## config.mk

```make
export PLATFORM = sky130hd
export DESIGN_NAME = l_lock_ctrl
export DESIGN_NICKNAME = d
export VERILOG_FILES = /design/src/rtl/l_lock_ctrl.sv
export SDC_FILE = /design/constraint.sdc
export NUM_CORES = 1
export LEC_CHECK = 0
export BUFFER_PORTS_ARGS = -buffer_cell sky130_fd_sc_hd__buf_4
export CAP_MARGIN = 20
export CORE_ASPECT_RATIO = 0.5
export CORE_UTILIZATION = 30
export CTS_BUF_LIST = sky130_fd_sc_hd__clkbuf_4 sky130_fd_sc_hd__clkbuf_8 sky130_fd_sc_hd__clkbuf_16
export CTS_CLUSTER_DIAMETER = 100
export DETAILED_ROUTE_END_ITERATION = 8
export GPL_TIMING_DRIVEN = 0
export PLACE_DENSITY = 0.58
export SYNTH_ARGS = -nofsm -noshare
export SYNTH_HDL_FRONTEND = slang
export SYNTH_SLANG_ARGS = --single-unit
```

## constraint.sdc

```tcl
create_clock -name CLK -period 3.7 [get_ports CLK]
set_input_delay 0.37 -clock CLK [delete_from_list [all_inputs] [get_ports CLK]]
set_output_delay 0.37 -clock CLK [all_outputs]
set_load 0.01 [all_outputs]
```

## src/rtl/l_lock_ctrl.sv

```systemverilog
// Password-lock controller: assembles 4-digit keypad entries, checks them against a
// stored password, tracks failed attempts and drives unlock/alarm/admin flows.
module l_lock_ctrl #(
  parameter logic [15:0] DEFAULT_PW   = 16'h4321,
  parameter int unsigned MAX_ERR      = 3,
  parameter logic [31:0] TIMEOUT_CYC  = 32'd1_000_000_000,
  parameter logic [31:0] ERR_HOLD_CYC = 32'd200_000_000,
  parameter logic [31:0] UNLOCK_CYC   = 32'd500_000_000,
  parameter logic [31:0] ALARM_CYC    = 32'd1_000_000_000
) (
  input  logic        CLK,
  input  logic        RST_N,
  input  logic        KEY_VALID,
  input  logic [3:0]  KEY_CODE,
  input  logic        BTN_CONFIRM,
  input  logic        BTN_ADMIN,
  output logic [2:0]  Current_State,
  output logic [15:0] Code,
  output logic [3:0]  Error_Times,
  output logic        UNLOCK_OUT,
  output logic        ALARM_OUT
);

  localparam int unsigned TIMER_W = 32;
  localparam int unsigned CODE_W  = 16;
  localparam int unsigned CNT_W   = 3;
  localparam int unsigned ERR_W   = 4;

  localparam logic [2:0] S_WAIT   = 3'd0;
  localparam logic [2:0] S_INPUT  = 3'd1;
  localparam logic [2:0] S_UNLOCK = 3'd2;
  localparam logic [2:0] S_ERROR  = 3'd3;
  localparam logic [2:0] S_ALARM  = 3'd4;
  localparam logic [2:0] S_ADMIN  = 3'd5;

  localparam logic [CODE_W-1:0] BLANK      = 16'hAAAA;
  localparam logic [3:0]        KEY_CLEAR  = 4'd11;
  localparam logic [CNT_W-1:0]  FULL_CNT   = 3'd4;
  localparam logic [ERR_W-1:0]  ERR_SAT    = 4'hF;
  localparam logic [ERR_W-1:0]  ERR_LIMIT  = ERR_W'(MAX_ERR);

  logic [2:0]         state_q,  state_d;
  logic [CODE_W-1:0]  code_q,   code_d;
  logic [CNT_W-1:0]   cnt_q,    cnt_d;
  logic [ERR_W-1:0]   err_q,    err_d;
  logic [CODE_W-1:0]  pw_q,     pw_d;
  logic [TIMER_W-1:0] timer_q,  timer_d;
  logic               unlock_q, unlock_d;
  logic               alarm_q,  alarm_d;

  logic             key_digit;
  logic             key_clear;
  logic             key_take;
  logic             confirm_full;
  logic [ERR_W-1:0] err_inc;

  // State and datapath registers
  always_ff @(posedge CLK or negedge RST_N) begin
    if (!RST_N) begin
      state_q  <= S_WAIT;
      code_q   <= BLANK;
      cnt_q    <= '0;
      err_q    <= '0;
      pw_q     <= DEFAULT_PW;
      timer_q  <= '0;
      unlock_q <= 1'b0;
      alarm_q  <= 1'b0;
    end else begin
      state_q  <= state_d;
      code_q   <= code_d;
      cnt_q    <= cnt_d;
      err_q    <= err_d;
      pw_q     <= pw_d;
      timer_q  <= timer_d;
      unlock_q <= unlock_d;
      alarm_q  <= alarm_d;
    end
  end

  // Next-state, entry handling and shared dwell/timeout timer
  always_comb begin
    state_d      = state_q;
    code_d       = code_q;
    cnt_d        = cnt_q;
    err_d        = err_q;
    pw_d         = pw_q;
    timer_d      = timer_q + TIMER_W'(1);
    key_take     = 1'b0;
    key_digit    = KEY_VALID && (KEY_CODE <= 4'd9);
    key_clear    = KEY_VALID && (KEY_CODE == KEY_CLEAR);
    confirm_full = BTN_CONFIRM && (cnt_q == FULL_CNT);
    err_inc      = (err_q == ERR_SAT) ? ERR_SAT : err_q + ERR_W'(1);

    case (state_q)
      S_WAIT: begin
        if (key_digit) begin
          state_d = S_INPUT;
          code_d  = {BLANK[CODE_W-1:4], KEY_CODE};
          cnt_d   = CNT_W'(1);
        end else if (key_clear) begin
          code_d = BLANK;
          cnt_d  = '0;
        end
      end

      S_INPUT, S_ADMIN: begin
        // Confirm wins over a same-cycle key, so the compare sees the pre-key entry
        if (confirm_full) begin
          if (state_q == S_ADMIN) begin
            pw_d    = code_q;
            state_d = S_WAIT;
            code_d  = BLANK;
            cnt_d   = '0;
          end else if (code_q == pw_q) begin
            state_d = S_UNLOCK;
            err_d   = '0;
          end else begin
            err_d   = err_inc;
            state_d = (err_inc >= ERR_LIMIT) ? S_ALARM : S_ERROR;
          end
        end else if (key_digit && (cnt_q < FULL_CNT)) begin
          code_d[{cnt_q[1:0], 2'b00} +: 4] = KEY_CODE;
          cnt_d    = cnt_q + CNT_W'(1);
          key_take = 1'b1;
        end else if (key_clear) begin
          code_d   = BLANK;
          cnt_d    = '0;
          key_take = 1'b1;
        end else if (timer_q == TIMEOUT_CYC - TIMER_W'(1)) begin
          state_d = S_WAIT;
          code_d  = BLANK;
          cnt_d   = '0;
        end
      end

      S_UNLOCK: begin
        if (BTN_ADMIN) begin
          state_d = S_ADMIN;
          code_d  = BLANK;
          cnt_d   = '0;
        end else if (timer_q == UNLOCK_CYC - TIMER_W'(1)) begin
          state_d = S_WAIT;
          code_d  = BLANK;
          cnt_d   = '0;
        end
      end

      S_ERROR: begin
        if (timer_q == ERR_HOLD_CYC - TIMER_W'(1)) begin
          state_d = S_INPUT;
          code_d  = BLANK;
          cnt_d   = '0;
        end
      end

      S_ALARM: begin
        if (timer_q == ALARM_CYC - TIMER_W'(1)) begin
          state_d = S_WAIT;
          err_d   = '0;
          code_d  = BLANK;
          cnt_d   = '0;
        end
      end

      default: begin
        state_d = S_WAIT;
        code_d  = BLANK;
        cnt_d   = '0;
      end
    endcase

    if ((state_d != state_q) || key_take) begin
      timer_d = '0;
    end

    unlock_d = (state_d == S_UNLOCK);
    alarm_d  = (state_d == S_ALARM);
  end

  assign Current_State = state_q;
  assign Code          = code_q;
  assign Error_Times   = err_q;
  assign UNLOCK_OUT    = unlock_q;
  assign ALARM_OUT     = alarm_q;

endmodule

```

==> out/metrics.cfg <==
[outcome]
status=finished clean

[final_layout]
n_antenna_cell=0
layout.nets=505
area_growth_pct=18.20
fin_cells=685
layout_commonest_cell=dfrtp_1
nFillCells=1407
final_cell_mix=dfrtp_1 (63), nor2_1 (60), xor2_1 (40)
drive_gt1_frac=0.1866

[clocking]
clock_latency_ns=0.34
cts_sinks=76
cts_buffers=9
clk_pin_slew_ns=0.06
ctsHoldBuffers=0
tritoncts=built
cts_buffer_depth=2
htreeDepth=3
cts_setup_buffers=0
ctsResizeCount=0
root_buffer=clkbuf_16

[timing]
clock.fmax_ghz=0.3345
setup_viol_count_final=0
setup-tns-final_ns=0
clock_skew_ns=0.009653
final-max-slew-violation-count=0
report.final.hold_viol_count=0
worstMarginPinSlew_ns=0.9786
relSlewSlack=0.3476
period_needed_ns=2.989
rsz0062_at_grt=no
fin_crit_sh=0.8079

[logic_synthesis]
ys_warn_count=0
synthCells=445
synth_ff_type=dfrtp_1
synth_fp_nets=462
synth_seq_area_share=0.4486
syn_avg_cell_area_um2=9.608
ys_seq_elements=76
synth_cell_type_count=58
synth_top_area_frac=0.3687
synth_edf_count=0
netlist.top_cell.by_area=dfrtp_1
synth_area_leaders=dfrtp_1 (37%), xor2_1 (8.2%), dfstp_2 (8.0%)
synthArstFlopShare=1.000
syn_area_um2=4275

[place]
routabilityCongestion=0.8565
dp_hpwl_um=7119
port_buffers=31
dp_cells=669

[global_routing]
grt_use_total=0.1458
antenna_found_initial=0
grt-ovfl-total=0
grt_pass1_vias=3211
grt_pass1_wl_um=16880
grt_max_degree=77

[drt]
viasPerCell=5.077
wirelength_um=10130
drc=0
drt_iter0_markers=181
dr.pass1.iters=5
wl_per_cell_um=14.78
ant_nets=0
num_vias=3478

[pwr]
p_int_mw=1.402
cellLeakagePower_nw=2.351
peakVddDrop_uv=201.0
seqPwrFrac=0.473
power_frac_clock=0.491
switchingPower_uw=398.3
swShare=0.2212
cellPowerDensity_nw_per_um2=356.3
total_power_mw=1.800
pwr-share-comb=0.036

[setup_path]
crit_type=register to register
crit_slowest_cell=clkbuf_1
worstPathMaxFanout=10
critPathMaxStageDelay_ns=0.48
crit_required_ns=3.92
cp.buffers_inverters=3
cp-start-kind=register
cpLargestDelayFamily=buffers and inverters
crit_arrival_ns=3.21
crit_path_end_kind=register
path_cells=inv_1 > ha_1 > nand3_1 > nor3_1 > buf_2 > clkbuf_1 > mux2_2

[floorplanning]
die_height_um=86.42
rows=30
dieWidth_um=170.8
ios=34
design.core.area_um2=13740
start_util=0.3112
die_area_um2=14760

[worst_hold_path]
hold_class=input pin to asynchronous set/reset pin

[run]
maxCapViolCount=0

kinds of logic after synthesis:
family / count (synthesis) / synth area share
buf+inv: 27 / 0.02487
simple gates: 182 / 0.2154
xor+xnor: 46 / 0.09424
compound gates: 90 / 0.1513
fa+ha+maj: 8 / 0.02341
mux: 16 / 0.04214
flops: 76 / 0.4486
cell type report:
class	instances	area [µm²]	share of cell area
clock buffers	10	239.0	0.04729
inverters	13	48.80	0.009656
repair buffers	32	237.7	0.04704
well taps	192	240.2	0.04754
plain buffers	14	57.56	0.01139
clock inverters	6	61.31	0.01213
multi-input cells	342	2251	0.4454
flip-flops and latches	76	1918	0.3795
per-layer routing:
layer	track usage	wire length (µm)	up-vias
met5	0	0	-
met4	0.04627	155	0
met3	0.03196	370	13
met2	0.2230	4432	70
met1	0.2054	5168	1699
li1	-	-	1696
stage by stage:
| step | cell area (µm²) | utilization | setup WS [ns] | hold WS (ns) |
|---|---|---|---|---|
| after floorplan | 4275 | - | 1.246 | 0.07441 |
| after global placement | 4748 | 0.3456 | 0.4200 | 0.4813 |
| final | 5054 | 0.3679 | 0.7108 | 0.1847 |
| after detailed placement | 4753 | 0.3460 | 0.7183 | 0.4853 |
| after global routing | 5054 | 0.3679 | 0.4557 | 0.2632 |
| after CTS | 5054 | 0.3679 | 0.6889 | 0.2357 |
sequential cells by signal, summed over array words and instances (netlist names):
register	count
Error_Times	4
Current_State	3
cnt_q	3
ALARM_OUT	1
Code	16
UNLOCK_OUT	1
pw_q	16
timer_q	32
path summary, 6_finish.rpt:
check	startpoint	end	slack (ns)	cells past startpoint
setup / recovery	cnt_q[0]	pw_q[11]	0.71	7
hold / removal	RST_N	timer_q[22]	0.18	1
setup reg to reg	cnt_q[0]	pw_q[11]	0.71	7
hold reg to reg	timer_q[0]	timer_q[0]	0.49	1
max in group asynchronous	RST_N	Code[12]	2.87	1
min in group CLK	KEY_CODE[0]	Code[0]	0.34	2
cells in the mapped netlist, drive strengths merged, types with 11 or more instances:
library cell   n
a21oi         17
xor2          40
nor2          60
and3          12
o21ai         22
dfrtp         63
nand2         30
nand4         16
nand3         20
dfstp         13
inv           12
mux2          16
nor4          11
worst register-to-register path, stage by stage, from the launching register on:
cell and delay [ns]:
dfrtp_1 0.46, inv_1 0.20, ha_1 0.34, nand3_1 0.26
nor3_1 0.45, buf_2 0.28, clkbuf_1 0.48, mux2_2 0.40
power groups by stage:
stage	Clock, mW	Sequential (mW)	Combinational (mW)
final	0.885	0.852	0.0639
after CTS	0.911	0.852	0.0653
after global placement	0	0.866	0.0649
after global routing	0.944	0.852	0.0716
after detailed placement	0	0.866	0.0651
after floorplan	0	0.866	0.0214
Note: power is estimated with default switching activity, not from simulation.
